File: src/rtl/instr_decode_stage_if.sv
// Fetch-side and control-side handshake bundle for the registered decode stage.
// The master modport is the surrounding pipeline; the slave modport is the decode stage.
interface instr_decode_stage_if #(
   parameter int unsigned PC_W  = 32,
   parameter int unsigned CNT_W = 8
);
   logic              in_valid;
   logic              in_ready;
   logic [31:0]       instr;
   logic [PC_W-1:0]   in_pc;
   logic              flush;
   logic              out_valid;
   logic              out_ready;
   logic [31:0]       decoded_instr;
   logic              illegal;
   logic [4:0]        rs;
   logic [4:0]        rt;
   logic [4:0]        rd;
   logic [4:0]        shamt;
   logic [15:0]       imm16;
   logic [25:0]       target26;
   logic [PC_W-1:0]   out_pc;
   logic [CNT_W-1:0]  illegal_cnt;

   modport master (
      output in_valid, instr, in_pc, flush, out_ready,
      input  in_ready, out_valid, decoded_instr, illegal, rs, rt, rd, shamt,
             imm16, target26, out_pc, illegal_cnt
   );

   modport slave (
      input  in_valid, instr, in_pc, flush, out_ready,
      output in_ready, out_valid, decoded_instr, illegal, rs, rt, rd, shamt,
             imm16, target26, out_pc, illegal_cnt
   );
endinterface

File: src/rtl/instr_decode_stage.sv
// Registered MIPS decode stage: raw word -> one-hot instruction class plus fields,
// held in a one-entry valid/ready pipeline register with flush and illegal counting.
module instr_decode_stage #(
   parameter int unsigned PC_W  = 32,
   parameter int unsigned CNT_W = 8
) (
   input  logic                 clk,
   input  logic                 rst,
   instr_decode_stage_if.slave  bus
);

   typedef enum logic [5:0] {
      OP_RTYPE = 6'h00, OP_J     = 6'h02, OP_JAL   = 6'h03, OP_BEQ  = 6'h04,
      OP_BNE   = 6'h05, OP_ADDI  = 6'h08, OP_ADDIU = 6'h09, OP_SLTI = 6'h0A,
      OP_SLTIU = 6'h0B, OP_ANDI  = 6'h0C, OP_ORI   = 6'h0D, OP_XORI = 6'h0E,
      OP_LUI   = 6'h0F, OP_LW    = 6'h23, OP_SW    = 6'h2B
   } opcode_e;

   typedef enum logic [5:0] {
      F_SLL  = 6'h00, F_SRL  = 6'h02, F_SRA  = 6'h03, F_SLLV = 6'h04,
      F_SRLV = 6'h06, F_SRAV = 6'h07, F_JR   = 6'h08, F_ADD  = 6'h20,
      F_ADDU = 6'h21, F_SUB  = 6'h22, F_SUBU = 6'h23, F_AND  = 6'h24,
      F_OR   = 6'h25, F_XOR  = 6'h26, F_NOR  = 6'h27, F_SLT  = 6'h2A,
      F_SLTU = 6'h2B
   } funct_e;

   opcode_e           opcode;
   funct_e            funct;
   logic [31:0]       dec_d;
   logic              accept;

   logic              valid_q;
   logic [31:0]       dec_q;
   logic [31:0]       instr_q;
   logic [PC_W-1:0]   pc_q;
   logic [CNT_W-1:0]  cnt_q;

   assign opcode = opcode_e'(bus.instr[31:26]);
   assign funct  = funct_e'(bus.instr[5:0]);

   always_comb begin
      dec_d = '0;
      case (opcode)
         OP_RTYPE: begin
            case (funct)
               F_ADD:   dec_d[0]  = 1'b1;
               F_ADDU:  dec_d[1]  = 1'b1;
               F_SUB:   dec_d[2]  = 1'b1;
               F_SUBU:  dec_d[3]  = 1'b1;
               F_AND:   dec_d[4]  = 1'b1;
               F_OR:    dec_d[5]  = 1'b1;
               F_XOR:   dec_d[6]  = 1'b1;
               F_NOR:   dec_d[7]  = 1'b1;
               F_SLT:   dec_d[8]  = 1'b1;
               F_SLTU:  dec_d[9]  = 1'b1;
               F_SLL:   dec_d[10] = 1'b1;
               F_SRL:   dec_d[11] = 1'b1;
               F_SRA:   dec_d[12] = 1'b1;
               F_SLLV:  dec_d[13] = 1'b1;
               F_SRLV:  dec_d[14] = 1'b1;
               F_SRAV:  dec_d[15] = 1'b1;
               F_JR:    dec_d[16] = 1'b1;
               default: dec_d[31] = 1'b1;
            endcase
         end
         OP_ADDI:  dec_d[17] = 1'b1;
         OP_ADDIU: dec_d[18] = 1'b1;
         OP_ANDI:  dec_d[19] = 1'b1;
         OP_ORI:   dec_d[20] = 1'b1;
         OP_XORI:  dec_d[21] = 1'b1;
         OP_LUI:   dec_d[22] = 1'b1;
         OP_LW:    dec_d[23] = 1'b1;
         OP_SW:    dec_d[24] = 1'b1;
         OP_BEQ:   dec_d[25] = 1'b1;
         OP_BNE:   dec_d[26] = 1'b1;
         OP_SLTI:  dec_d[27] = 1'b1;
         OP_SLTIU: dec_d[28] = 1'b1;
         OP_J:     dec_d[29] = 1'b1;
         OP_JAL:   dec_d[30] = 1'b1;
         default:  dec_d[31] = 1'b1;
      endcase
   end

   assign bus.in_ready = ~bus.flush & (~valid_q | bus.out_ready);
   assign accept       = bus.in_valid & bus.in_ready;

   // Flush blocks accept through in_ready, so the accept branch never fires alongside it.
   always_ff @(posedge clk) begin
      if (rst) begin
         valid_q <= 1'b0;
         dec_q   <= '0;
         instr_q <= '0;
         pc_q    <= '0;
         cnt_q   <= '0;
      end else if (bus.flush) begin
         valid_q <= 1'b0;
      end else if (accept) begin
         valid_q <= 1'b1;
         dec_q   <= dec_d;
         instr_q <= bus.instr;
         pc_q    <= bus.in_pc;
         if (dec_d[31] && (cnt_q != '1)) begin
            cnt_q <= cnt_q + 1'b1;
         end
      end else if (bus.out_ready) begin
         valid_q <= 1'b0;
      end
   end

   // Fields are sliced from the held word so they reset to zero with it.
   assign bus.out_valid     = valid_q;
   assign bus.decoded_instr = dec_q;
   assign bus.illegal       = dec_q[31];
   assign bus.rs            = instr_q[25:21];
   assign bus.rt            = instr_q[20:16];
   assign bus.rd            = instr_q[15:11];
   assign bus.shamt         = instr_q[10:6];
   assign bus.imm16         = instr_q[15:0];
   assign bus.target26      = instr_q[25:0];
   assign bus.out_pc        = pc_q;
   assign bus.illegal_cnt   = cnt_q;

endmodule

File: src/flat_wrapper.sv
// flat-port wrapper written by rule: the top's interface ports become plain ports
module instr_decode_stage_flat 
#(
   parameter int unsigned PC_W  = 32,
   parameter int unsigned CNT_W = 8
)
  (clk, rst, bus_in_valid, bus_instr, bus_in_pc, bus_flush, bus_out_ready, bus_in_ready, bus_out_valid, bus_decoded_instr, bus_illegal, bus_rs, bus_rt, bus_rd, bus_shamt, bus_imm16, bus_target26, bus_out_pc, bus_illegal_cnt);
  instr_decode_stage_if #(.PC_W(PC_W), .CNT_W(CNT_W)) bus_i ();
  input  logic clk;
  input  logic rst;
  input wire logic [$bits(bus_i.in_valid)-1:0] bus_in_valid;
  input wire logic [$bits(bus_i.instr)-1:0] bus_instr;
  input wire logic [$bits(bus_i.in_pc)-1:0] bus_in_pc;
  input wire logic [$bits(bus_i.flush)-1:0] bus_flush;
  input wire logic [$bits(bus_i.out_ready)-1:0] bus_out_ready;
  output wire logic [$bits(bus_i.in_ready)-1:0] bus_in_ready;
  output wire logic [$bits(bus_i.out_valid)-1:0] bus_out_valid;
  output wire logic [$bits(bus_i.decoded_instr)-1:0] bus_decoded_instr;
  output wire logic [$bits(bus_i.illegal)-1:0] bus_illegal;
  output wire logic [$bits(bus_i.rs)-1:0] bus_rs;
  output wire logic [$bits(bus_i.rt)-1:0] bus_rt;
  output wire logic [$bits(bus_i.rd)-1:0] bus_rd;
  output wire logic [$bits(bus_i.shamt)-1:0] bus_shamt;
  output wire logic [$bits(bus_i.imm16)-1:0] bus_imm16;
  output wire logic [$bits(bus_i.target26)-1:0] bus_target26;
  output wire logic [$bits(bus_i.out_pc)-1:0] bus_out_pc;
  output wire logic [$bits(bus_i.illegal_cnt)-1:0] bus_illegal_cnt;
  assign bus_i.in_valid = bus_in_valid;
  assign bus_i.instr = bus_instr;
  assign bus_i.in_pc = bus_in_pc;
  assign bus_i.flush = bus_flush;
  assign bus_i.out_ready = bus_out_ready;
  assign bus_in_ready = bus_i.in_ready;
  assign bus_out_valid = bus_i.out_valid;
  assign bus_decoded_instr = bus_i.decoded_instr;
  assign bus_illegal = bus_i.illegal;
  assign bus_rs = bus_i.rs;
  assign bus_rt = bus_i.rt;
  assign bus_rd = bus_i.rd;
  assign bus_shamt = bus_i.shamt;
  assign bus_imm16 = bus_i.imm16;
  assign bus_target26 = bus_i.target26;
  assign bus_out_pc = bus_i.out_pc;
  assign bus_illegal_cnt = bus_i.illegal_cnt;
  instr_decode_stage #(.PC_W(PC_W), .CNT_W(CNT_W)) u_core (.clk(clk), .rst(rst), .bus(bus_i));
endmodule
File: config.mk
export PLATFORM = sky130hd
export DESIGN_NAME = instr_decode_stage_flat
export DESIGN_NICKNAME = d
export VERILOG_FILES = /design/src/rtl/instr_decode_stage_if.sv /design/src/rtl/instr_decode_stage.sv /design/src/flat_wrapper.sv
export SDC_FILE = /design/constraint.sdc
export NUM_CORES = 1
export LEC_CHECK = 0
export ABC_AREA = 1
export ABC_CLOCK_PERIOD_IN_PS = 4610
export BUFFER_PORTS_ARGS = -buffer_cell sky130_fd_sc_hd__buf_2
export CORE_ASPECT_RATIO = 1.4
export CORE_MARGIN = 5
export CORE_UTILIZATION = 50
export CTS_CLUSTER_DIAMETER = 80
export CTS_CLUSTER_SIZE = 16
export DETAILED_ROUTE_END_ITERATION = 16
export PLACE_DENSITY_LB_ADDON = 0.2
export SLEW_MARGIN = 10
export SYNTH_ARGS = -nofsm -noshare
export SYNTH_HDL_FRONTEND = slang
export SYNTH_SLANG_ARGS = --single-unit
File: constraint.sdc
create_clock -name clk -period 4.61 [get_ports clk]
set_clock_uncertainty 0.15 [all_clocks]
set_input_delay 0.922 -clock clk [delete_from_list [all_inputs] [get_ports clk]]
set_output_delay 0.922 -clock clk [all_outputs]
set_load 0.02 [all_outputs]
* After elaboration in Yosys (flattened, before gate mapping)
Index checks and enable logic that the tools add are counted.
** Storage, ports and cells
- Register bits :: 99
- Input port bits :: 69
- Output and inout bits :: 137
- Logic and storage cells :: 87
** Operators by class
- $add $sub $neg :: 1
- Equality and inequality tests :: 31
- Mux-type cells :: 36
- Bitwise logic cells :: 5
- Reductions and logical operators :: 9
** Operators by type and width (count)
- 6-bit == test, second input constant :: 12
- 6-bit by 4-bit == test with 1-bit output, second input constant :: 9
- 1-bit two-way mux :: 34
- 6-bit by 3-bit == test with 1-bit output, second input constant :: 5
- 6-bit by 2-bit == test with 1-bit output, second input constant :: 4
- 17-bit two-way mux :: 1
- 17-bit OR reduction :: 1
- 14-bit OR reduction :: 1
- 6-bit zero test :: 2
- 8-bit by 1-bit adder with 8-bit output, second input constant :: 1
- 8-bit inequality test, second input constant :: 1
- 3-bit AND reduction :: 1
- 1-bit AND :: 2
- 1-bit NOT :: 2
- 1-bit one-hot mux with 2 select lines :: 1
- 2-bit AND reduction :: 1
- 2-bit nonzero test :: 1
- 2-bit OR reduction :: 1
- 1-bit logical AND :: 1
- 1-bit OR :: 1

* Logic depth before layout (Yosys ltp)
Gate-level depths: netlist of the first run.
- Depth in word-level cells :: 6
- Mapped depth :: 11
- Gate-level depth less buffers :: 11

* Least setup slack after synthesis of the first run
Ideal clock, no wire load.
- Path kind :: input-to-output
- Start point :: input port bus_out_ready
- End point :: output port bus_in_ready
- Arrival :: 1.309 ns
- Data required time :: 3.538 ns
- Setup slack :: 2.229 ns
- Stages :: 2
- Path buffers :: 0
- Cells stage by stage :: nor2_1 > nor2_1
** On the way
- Longest elaborated chain between the ends :: 2
** Ends and longest elaborated chain
- start, declared :: RTL line flat_wrapper.sv:15 : input wire logic [$bits(bus_i.out_ready)-1:0] bus_out_ready;
- 1-bit OR :: RTL line instr_decode_stage.sv:84 : assign bus.in_ready = ~bus.flush & (~valid_q | bus.out_ready);
- 1-bit AND :: RTL line instr_decode_stage.sv:84
- end, declared :: RTL line flat_wrapper.sv:16 : output wire logic [$bits(bus_i.in_ready)-1:0] bus_in_ready;
Every way passes these cells.

* Worst setup path after layout of the first run
Same ends and word-level chain as after synthesis.

==> run metrics, run 1 <==
CTS Sinks 99; WS Path Type primary input to output port; final WL 10.93 mm; ratio of cells with drive above 1 in the final layout 0.3717; register clock-pin slew on the reported worst setup and hold paths 60 ps; Setup Buffers After CTS 0; CTS H-tree lvls 3; final setup margin 2044 ps; GRT overflow 0; Seq/Total Area, Yosys 0.4628; RSZ-0062 raised after global routing false; Die X-Extent 88.22 um; CP max stage delay 250 ps; crit-path cells buf_2 -> nor2_1 -> nor2_1 -> buf_2; first-pass GRT wire length 17.73 mm; outcome finished clean; Worst path depth 4; Max Slew Vio Count 0; hold_buf cts 0; static leakage 2.703 nW; CP max stage cell nor2_1; Mapped Area 4283 um2; Power Dens Cells 367.4 nW/um2; CTS max path bufs 2; Die H 119.5 um; Arr. time, crit path 1490 ps; worst-skew pair later-pin latency 340 ps; Vias/cell 4.996; hold slack final 313.7 ps; ant diodes 0; initial core utilization 0.5064; vias in the first global route 3917; worst r2r path cells 7; post-synth top area share 0.4628; CP delay by family, top simple AND/OR/NAND/NOR gates; Slew @ Worst Pin 825.3 ps; antenna-violating nets left 0; FP Rows 40; Final Hold Vio Count 0; PortBufs 205; Nets 778; DR DRC count 0; Setup violations, final 0; PostCTS Resize Cnt 0; pin count of the biggest net entering global routing 86; drt first pass iters 6; Max Freq 389.7 MHz; Syn Area/Cell 7.703 um2; crit path launch type primary input; dpl hpwl 7.870 mm; Place WS 1909 ps; Buf/Inv on CP 2; Min Clock Period, post-route 2566 ps; full die area 10540 um2; Syn Inst Count 556; slew margin rel. 0.4490; final core utilization 0.6337; Detailed Route Iter0 Violations 117; Hold EP u_core.bus.decoded_instr[7]$_SDFFE_PP0P_; Routability Congestion 0.8155; Syn Nets 626; Synth area leaders dfxtp_1 46%, nor2_1 11%, o21ai_0 7.5%, buf_4 7.0%, a21oi_1 4.4%; CTS tree yes; crit share post-route 0.5566; Netlist cell types 27; Worst R2R Setup Slack 2630 ps; Root Driver clkbuf_16; CP max FO 3; Synth Warn # 0; Yosys top cell by area dfxtp_1; VDD IR max 0.2908 mV; Setup crit end kind output port; area delta synth->final 25.15%; Core ar. 8458 um2; initial antenna violation count 0; gr usage total 0.2065; # IOs 206; vias 4087; Reg2Reg Capture Point u_core.bus.illegal_cnt[7]$_SDFFE_PP0P_; Max-cap violations 0; drt wl/cell 13.37 um; hold_sp u_core.bus.decoded_instr[7]$_SDFFE_PP0P_; Min-Delay Path Depth 2; WP data required 3540 ps; setup total negative slack 0 ps; synthesis-stage register bit count 99; RR Startpoint u_core.bus.out_valid$_SDFFE_PP0P_; TritonCTS buffer count 9; worst hold-check path type register to register
## synthesized netlist by cell type (all sizes together)
cell / count
a21oi: 46
a31oi: 1
buf: 50
clkbuf: 17
dfxtp: 99
ha: 1
inv: 26
nand2: 59
nand3: 22
nand4: 18
nor2: 139
nor3: 7
nor4: 1
o21ai: 64
xnor2: 3
xor2: 3
## worst max path at each step
stage	from	end	slack, ps
6_report	bus_out_ready	bus_in_ready	2040
5_1_grt	bus_out_ready	bus_in_ready	2010
4_1_cts	bus_out_ready	bus_in_ready	2050
3_5_place_dp	bus_flush	u_core.bus.illegal_cnt[5]$_SDFFE_PP0P_	1910
3_3_place_gp	rst	u_core.bus.decoded_instr[18]$_SDFFE_PP0P_	1960
2_1_floorplan	bus_out_ready	bus_in_ready	2230
## layer usage
layer  up-vias  GRT usage  routed length, um
li1       2079          -                  -
met1      1839     0.2268               4266
met2       144     0.3642               5463
met3        25    0.05357                882
met4         0    0.09074                321
met5         -          0                  0
## tightest hold or removal path, cell delays in order (launching register included)
cell and delay (ps):
dfxtp_1 310, nand2_1 60, a21oi_1 60
## layout make-up
cell class | instances | area, um2
flip-flops and latches | 99 | 1982
clock inverters | 4 | 48.80
multi-input cells | 364 | 1783
clock buffers | 12 | 256.5
repair buffers | 208 | 1061
inverters | 26 | 97.59
fillers | 772 | 3098
well taps | 105 | 131.4
## cells by family (layout without fill, tap and decap cells)
group	after synthesis	after routing	share of synthesized area
AO/OA/AOI/OAI	111	111	0.1385
XOR/XNOR	6	6	0.01227
adder cells (fa/ha/maj)	1	1	0.002921
buffers and inverters	93	250	0.1209
flip-flops	99	99	0.4628
AND/OR/NAND/NOR	246	246	0.2626
## per-stage QoR
| stage | instances | instance area [um2] | power, mW |
|---|---|---|---|
| 2_1_floorplan | 556 | 4283 | 1.144 |
| 3_3_place_gp | 802 | 5055 | 1.226 |
| 3_5_place_dp | 802 | 5055 | 1.230 |
| 4_1_cts | 818 | 5360 | 1.992 |
| 5_1_grt | 818 | 5360 | 2.060 |
| 6_report | 818 | 5360 | 1.970 |
## cells in the final DEF, fill, tap and decap left out, drive strengths merged
master	count
a21oi	46
a31oi	1
buf	208
bufinv	1
clkbuf	12
clkinv	3
dfxtp	99
ha	1
inv	26
nand2	59
nand3	22
nand4	18
nor2	139
nor3	7
nor4	1
o21ai	64
xnor2	3
xor2	3
## power breakdown
group / internal [mW] / switching, mW
Combinational: 0.0934 / 0.198
Clock: 0.449 / 0.311
Sequential: 0.895 / 0.0228
Total: 1.44 / 0.532
## sequential cells by signal (all words and copies together) (netlist names)
register and flops:
u_core.bus.illegal_cnt 8, u_core.bus.out_valid 1, u_core.bus.out_pc 32, u_core.instr_q 26
u_core.bus.decoded_instr 32
(Power assumes the default switching activity.)
==> inputs of run 2 (changes only) <==
--- a/config.mk
+++ b/config.mk
@@ -5,12 +5,12 @@
 export SDC_FILE = /design/constraint.sdc
 export NUM_CORES = 1
 export LEC_CHECK = 0
-export ABC_AREA = 1
-export ABC_CLOCK_PERIOD_IN_PS = 4610
+export ABC_AREA = 0
+export ABC_CLOCK_PERIOD_IN_PS = 2150
 export BUFFER_PORTS_ARGS = -buffer_cell sky130_fd_sc_hd__buf_2
 export CORE_ASPECT_RATIO = 1.4
 export CORE_MARGIN = 5
-export CORE_UTILIZATION = 50
+export CORE_UTILIZATION = 41
 export CTS_CLUSTER_DIAMETER = 80
 export CTS_CLUSTER_SIZE = 16
 export DETAILED_ROUTE_END_ITERATION = 16
==> constraint.sdc (replaced) <==
create_clock -name clk -period 2.15 [get_ports clk]
set_clock_uncertainty 0.15 [all_clocks]
set_input_delay 0.43 -clock clk [delete_from_list [all_inputs] [get_ports clk]]
set_output_delay 0.43 -clock clk [all_outputs]
set_load 0.02 [all_outputs]
==> run 2 against run 1 <==
- total power is 98% higher
- core utilization is 10 points lower
- combinational power is 73% higher
- wire length is 4.6% higher
- critical path depth is 2 higher
- synthesized area is 5.3% lower
- sequential cell count stayed put
- synthesized cell count is 11% lower
- final area is 2.5% lower
- non-clock buffer count is 7 higher
- sequential share of layout area is 0.95 points higher
- die area is 14% higher
- critical endpoint is now u_core.bus.decoded_instr[3]$_SDFFE_PP0P_
==> run metrics, run 2 <==
Syn Inst Count 496; CTS H-tree lvls 3; Arr. time, crit path 2050 ps; synthesis-stage register bit count 99; Seq/Total Area, Yosys 0.4884; vias 3910; # IOs 206; hold slack final 173.7 ps; RSZ-0062 raised after global routing false; Routability Congestion 0.8313; Core ar. 9792 um2; worst-skew pair later-pin latency 340 ps; PostCTS Resize Cnt 0; dpl hpwl 8.565 mm; CTS max path bufs 2; drt first pass iters 4; hold_buf cts 0; pin count of the biggest net entering global routing 57; Setup violations, final 0; top-count cell post-synth nand2_1; gr usage total 0.1809; ratio of cells with drive above 1 in the final layout 0.3638; Hold EP u_core.bus.out_pc[13]$_SDFFE_PP0P_; TritonCTS buffer count 9; initial core utilization 0.4144; final WL 11.44 mm; Nets 724; Die X-Extent 94.08 um; commonest non-fill, non-tap cell in the layout buf_2; EDFF count, synth 0; Mapped Area 4058 um2; Setup crit end kind register; CP max stage cell nor3b_4; Syn Nets 566; Synth area leaders dfxtp_1 49%, nand2_1 12%, a21oi_1 8.9%, buf_4 7.0%, nor2_1 3.1%; register clock-pin slew on the reported worst setup and hold paths 60 ps; PortBufs 205; Root Driver clkbuf_16; Min Clock Period, post-route 1920 ps; RR Startpoint u_core.bus.out_valid$_SDFFE_PP0P_; Synth Warn # 0; Syn Area/Cell 8.181 um2; CTS tree yes; worst hold-check path type primary input to register; Netlist cell types 46; setup total negative slack 0 ps; crit-path cells nor2b_1 -> nor3b_4 -> and4b_1 -> nor2b_1 -> a32oi_1 -> nor2_1; vias in the first global route 3498; worst r2r path cells 6; post-synth top area share 0.4884; Post-Layout Cell Count 792; asr flop ratio synth 0; CP delay by family, top simple AND/OR/NAND/NOR gates; DP Cell Count 778; Vias/cell 4.937; Most Frequent Cell on Critical Path nor2b_1; CTS Sinks 99; outcome finished clean; crit path launch type register; Buf/Inv on CP 0; WP data required 2280 ps; DR DRC count 0; hold_sp bus_in_pc[13]; VDD IR max 0.4220 mV; Setup Buffers After CTS 0; GRT overflow 0; Max Slew Vio Count 0; initial antenna violation count 0; Max Freq 520.7 MHz; antenna-violating nets left 0; slew margin rel. 0.6430; area delta synth->final 28.80%; drt wl/cell 14.44 um; Yosys top cell by area dfxtp_1; Synth top cells by count 132 x nand2_1, 99 x dfxtp_1, 72 x a21oi_1; Most used DFF post-synth dfxtp_1; Min-Delay Path Depth 3; first-pass GRT wire length 17.06 mm; CP max stage delay 360 ps; crit share post-route 0.8932; FP Rows 43; Worst R2R Setup Slack 230 ps; CP max FO 7; Detailed Route Iter0 Violations 186; ant diodes 0; Power Dens Cells 747.3 nW/um2; Final Hold Vio Count 0; static leakage 2.452 nW; Reg2Reg Capture Point u_core.bus.decoded_instr[3]$_SDFFE_PP0P_; Slew @ Worst Pin 535.5 ps; WS Path Type register to register; full die area 12010 um2; Die H 127.7 um; Max-cap violations 0; commonest non-fill, non-tap cells in the layout 204 x buf_2, 131 x nand2_1, 99 x dfxtp_1
-- run 2: cell types whose count changed after synthesis, sizes merged, moves of 15 or more --
cell,change
nand2,+74
a21oi,+27
o21ai,-55
nand4,-15
nor2,-104
inv,-25
-- run 2: cell families (layout without fill, tap and decap cells) --
family / count (synthesis) / after routing / synth area share
XOR/XNOR: 3 / 3 / 0.006477
adder cells (fa/ha/maj): 1 / 1 / 0.003083
flip-flops: 99 / 99 / 0.4884
AO/OA/AOI/OAI: 103 / 103 / 0.1508
multiplexers: 4 / 4 / 0.01048
buffers and inverters: 69 / 230 / 0.1011
AND/OR/NAND/NOR: 217 / 217 / 0.2396
-- run 2: layout make-up --
| class | instances | area (um2) |
|---|---|---|
| clock inverter | 2 | 12.51 |
| inverter | 1 | 3.754 |
| tap | 135 | 168.9 |
| sequential | 99 | 1982 |
| fill | 982 | 4566 |
| multi-input combinational | 328 | 1674 |
| timing repair buffer | 215 | 1129 |
| clock buffer | 12 | 256.5 |
-- run 2: worst min-delay path: cells and delay by family --
family          cells  cell delay, ps
buf+inv             1              90
compound gates      1              50
simple gates        1              40
-- run 2: metal layers --
metal	GRT usage	part of all wire	vias up
met2	0.3262	0.51	178
met4	0.09184	0.024	0
met1	0.1965	0.39	1781
li1	-	-	1930
met3	0.03758	0.074	21
met5	0	0	-
-- run 2: power breakdown --
group | total [mW] | switching [mW] | internal [mW] | leakage, nW
Sequential | 1.93 | 0.0349 | 1.89 | 0.805
Combinational | 0.503 | 0.325 | 0.178 | 1.52
Clock | 1.48 | 0.644 | 0.833 | 0.131
Total | 3.91 | 1.00 | 2.90 | 2.45
-- run 2: per-stage QoR --
| stage | worst slack [ps] | power [mW] | util | cell area [um2] |
|---|---|---|---|---|
| 6_report | 229.7 | 3.905 | 0.5337 | 5226 |
| 5_1_grt | 106.8 | 4.083 | 0.5337 | 5226 |
| 4_1_cts | 230.7 | 3.948 | 0.5337 | 5226 |
| 3_5_place_dp | 140.4 | 2.474 | 0.5063 | 4957 |
| 3_3_place_gp | 193.4 | 2.468 | 0.5063 | 4957 |
| 2_1_floorplan | 219.0 | 2.296 | - | 4058 |
-- run 2: worst max path at each step --
stage | from | end | depth (start not counted)
finish | u_core.bus.out_valid$_SDFFE_PP0P_ | u_core.bus.decoded_instr[3]$_SDFFE_PP0P_ | 6
global route | u_core.bus.out_valid$_SDFFE_PP0P_ | u_core.bus.out_pc[12]$_SDFFE_PP0P_ | 5
CTS | u_core.bus.out_valid$_SDFFE_PP0P_ | u_core.bus.decoded_instr[3]$_SDFFE_PP0P_ | 6
detailed placement | bus_instr[29] | u_core.bus.illegal_cnt[6]$_SDFFE_PP0P_ | 7
global placement | bus_instr[5] | u_core.bus.illegal_cnt[6]$_SDFFE_PP0P_ | 7
floorplan | bus_instr[28] | u_core.bus.illegal_cnt[6]$_SDFFE_PP0P_ | 7
==> inputs of run 3 (changes only) <==
--- a/config.mk
+++ b/config.mk
@@ -15,6 +15,7 @@
 export CTS_CLUSTER_SIZE = 16
 export DETAILED_ROUTE_END_ITERATION = 16
 export PLACE_DENSITY_LB_ADDON = 0.2
+export RECOVER_POWER = 25
 export SLEW_MARGIN = 10
 export SYNTH_ARGS = -nofsm -noshare
 export SYNTH_HDL_FRONTEND = slang
==> run 3 against run 2 <==
- maximum frequency rose by 0.32%
- clock-buffer cell count stayed put
- final cell count unchanged
- worst setup slack better by 6.1 ps
- clock power about the same
- non-clock buffer count unchanged
- via count shrank 0.72%
- sequential power about the same
- combinational power is 2% lower
- core utilization down 0.77 points
==> run metrics, run 3 (synthesis results as in run 2) <==
outcome finished clean; # IOs 206; combinational power share 0.127; crit path launch type register; pin count of the biggest net entering global routing 57; clock share of power 0.379; full die area 12010 um2; Routability Congestion 0.8313; commonest non-fill, non-tap cells in the layout 146 x buf_2, 131 x nand2_1, 99 x dfxtp_1; crit share post-route 0.8903; Die H 127.7 um; first-pass GRT wire length 17.06 mm; grt peak-use layer met2; Arr. time, crit path 2030 ps; Slew @ Worst Pin 920.9 ps; slew margin rel. 0.3861; P_sw 1.007 mW; Reg2Reg Capture Point u_core.bus.decoded_instr[3]$_SDFFE_PP0P_; Final Hold Vio Count 0; internal power 2.892 mW; commonest non-fill, non-tap cell in the layout buf_2; Switching Fraction 0.2582; static leakage 2.205 nW; Power Dens Cells 756.9 nW/um2; initial antenna violation count 0; ratio of cells with drive above 1 in the final layout 0.2755; GRT overflow 0; drt first pass iters 6; Worst R2R Setup Slack 240 ps; CTS H-tree lvls 3; vias 3882; initial core utilization 0.4144; Place WS 140.4 ps; area delta synth->final 26.95%; Die X-Extent 94.08 um; CTS max path bufs 2; hold_buf cts 0; PostCTS Resize Cnt 0; hold_sp bus_in_pc[22]; CTS tree yes; FP Rows 43; Max Freq 522.4 MHz; M2 GR Usage 0.3262; register clock-pin slew on the reported worst setup and hold paths 60 ps; Fill cells 1008; Max-cap violations 0; Detailed Route Iter0 Violations 160; ant diodes 0; Setup violations, final 0; Setup Buffers After CTS 0; GR Util met1 0.1965; final setup margin 235.8 ps; grt met3 use 0.03758; multi-input gate area in the final layout 1674 um2; Nets 724; CTS Sinks 99; antenna-violating nets left 0; Vias/cell 4.902; PortBufs 205; Storage cell area 1982 um2; Hold EP u_core.bus.out_pc[22]$_SDFFE_PP0P_; vias in the first global route 3498; Max Slew Vio Count 0; RSZ-0062 raised after global routing false; RR Startpoint u_core.bus.out_valid$_SDFFE_PP0P_; WS Path Type register to register; worst hold-check path type primary input to register; Most Frequent Cell on Critical Path nor2b_1; DR DRC count 0; Root Driver clkbuf_16; CP max FO 7; CP max stage delay 360 ps; dpl hpwl 8.565 mm; WP data required 2260 ps; Flop pwr share 0.494; VDD IR max 0.4245 mV; setup total negative slack 0 ps; gr usage total 0.1809; Min Clock Period, post-route 1914 ps; worst-skew pair later-pin latency 340 ps; TritonCTS buffer count 9; crit-path cells nor2b_1 -> nor3b_4 -> and4b_1 -> nor2b_1 -> a32oi_1 -> nor2_1; drt wl/cell 14.45 um; Setup crit end kind register; worst r2r path cells 6; Core ar. 9792 um2; final WL 11.45 mm; Min-Delay Path Depth 3; CP max stage cell nor3b_4
## run 3: cell types whose count changed in the layout (fill, tap and decap cells not counted), sizes merged
| cell | before | now |
|---|---|---|
| buf | 215 | 156 |
| clkbuf | 12 | 71 |
## run 3: per-layer routing
layer | vias up | routed length (um)
met3 | 19 | 835
met2 | 167 | 5920
li1 | 1927 | -
met5 | - | 0
met1 | 1769 | 4460
met4 | 0 | 230
## run 3: power by group through the flow
stage / Clock [mW] / Sequential, mW / Combinational (mW)
finish: 1.48 / 1.93 / 0.494
global route: 1.61 / 1.93 / 0.536
CTS: 1.51 / 1.93 / 0.508
detailed placement: 0 / 1.97 / 0.507
global placement: 0 / 1.96 / 0.503
floorplan: 0 / 2.03 / 0.263
## run 3: area by class of cell
type,count,share of cell area
multi-input combinational,328,0.3250
clock inverter,2,0.002429
clock buffer,12,0.04979
tap,135,0.03279
sequential,99,0.3847
timing repair buffer,215,0.2045
inverter,1,0.0007287
## run 3: critical path: cells and delay by family (launching register included)
kind | cells | cell delay, ps
simple gates | 5 | 1220
flops | 1 | 320
compound gates | 1 | 150
## run 3: worst max-delay path by stage
stage,cells after the start,start,endpoint
after floorplan,7,bus_instr[28],u_core.bus.illegal_cnt[6]$_SDFFE_PP0P_
after global placement,7,bus_instr[5],u_core.bus.illegal_cnt[6]$_SDFFE_PP0P_
after detailed placement,7,bus_instr[29],u_core.bus.illegal_cnt[6]$_SDFFE_PP0P_
after CTS,6,u_core.bus.out_valid$_SDFFE_PP0P_,u_core.bus.decoded_instr[3]$_SDFFE_PP0P_
after global routing,5,u_core.bus.out_valid$_SDFFE_PP0P_,u_core.bus.out_pc[12]$_SDFFE_PP0P_
final,6,u_core.bus.out_valid$_SDFFE_PP0P_,u_core.bus.decoded_instr[3]$_SDFFE_PP0P_
## run 3: stage by stage
stage	hold slack, ps	util	cell area, um2	total power [mW]	cells
after global placement	289.7	0.5063	4957	2.468	778
after detailed placement	293.7	0.5063	4957	2.474	778
after global routing	166.4	0.5261	5151	4.076	792
after CTS	163.4	0.5337	5226	3.948	792
after floorplan	359.3	-	4058	2.296	496
final	170.7	0.5261	5151	3.899	792
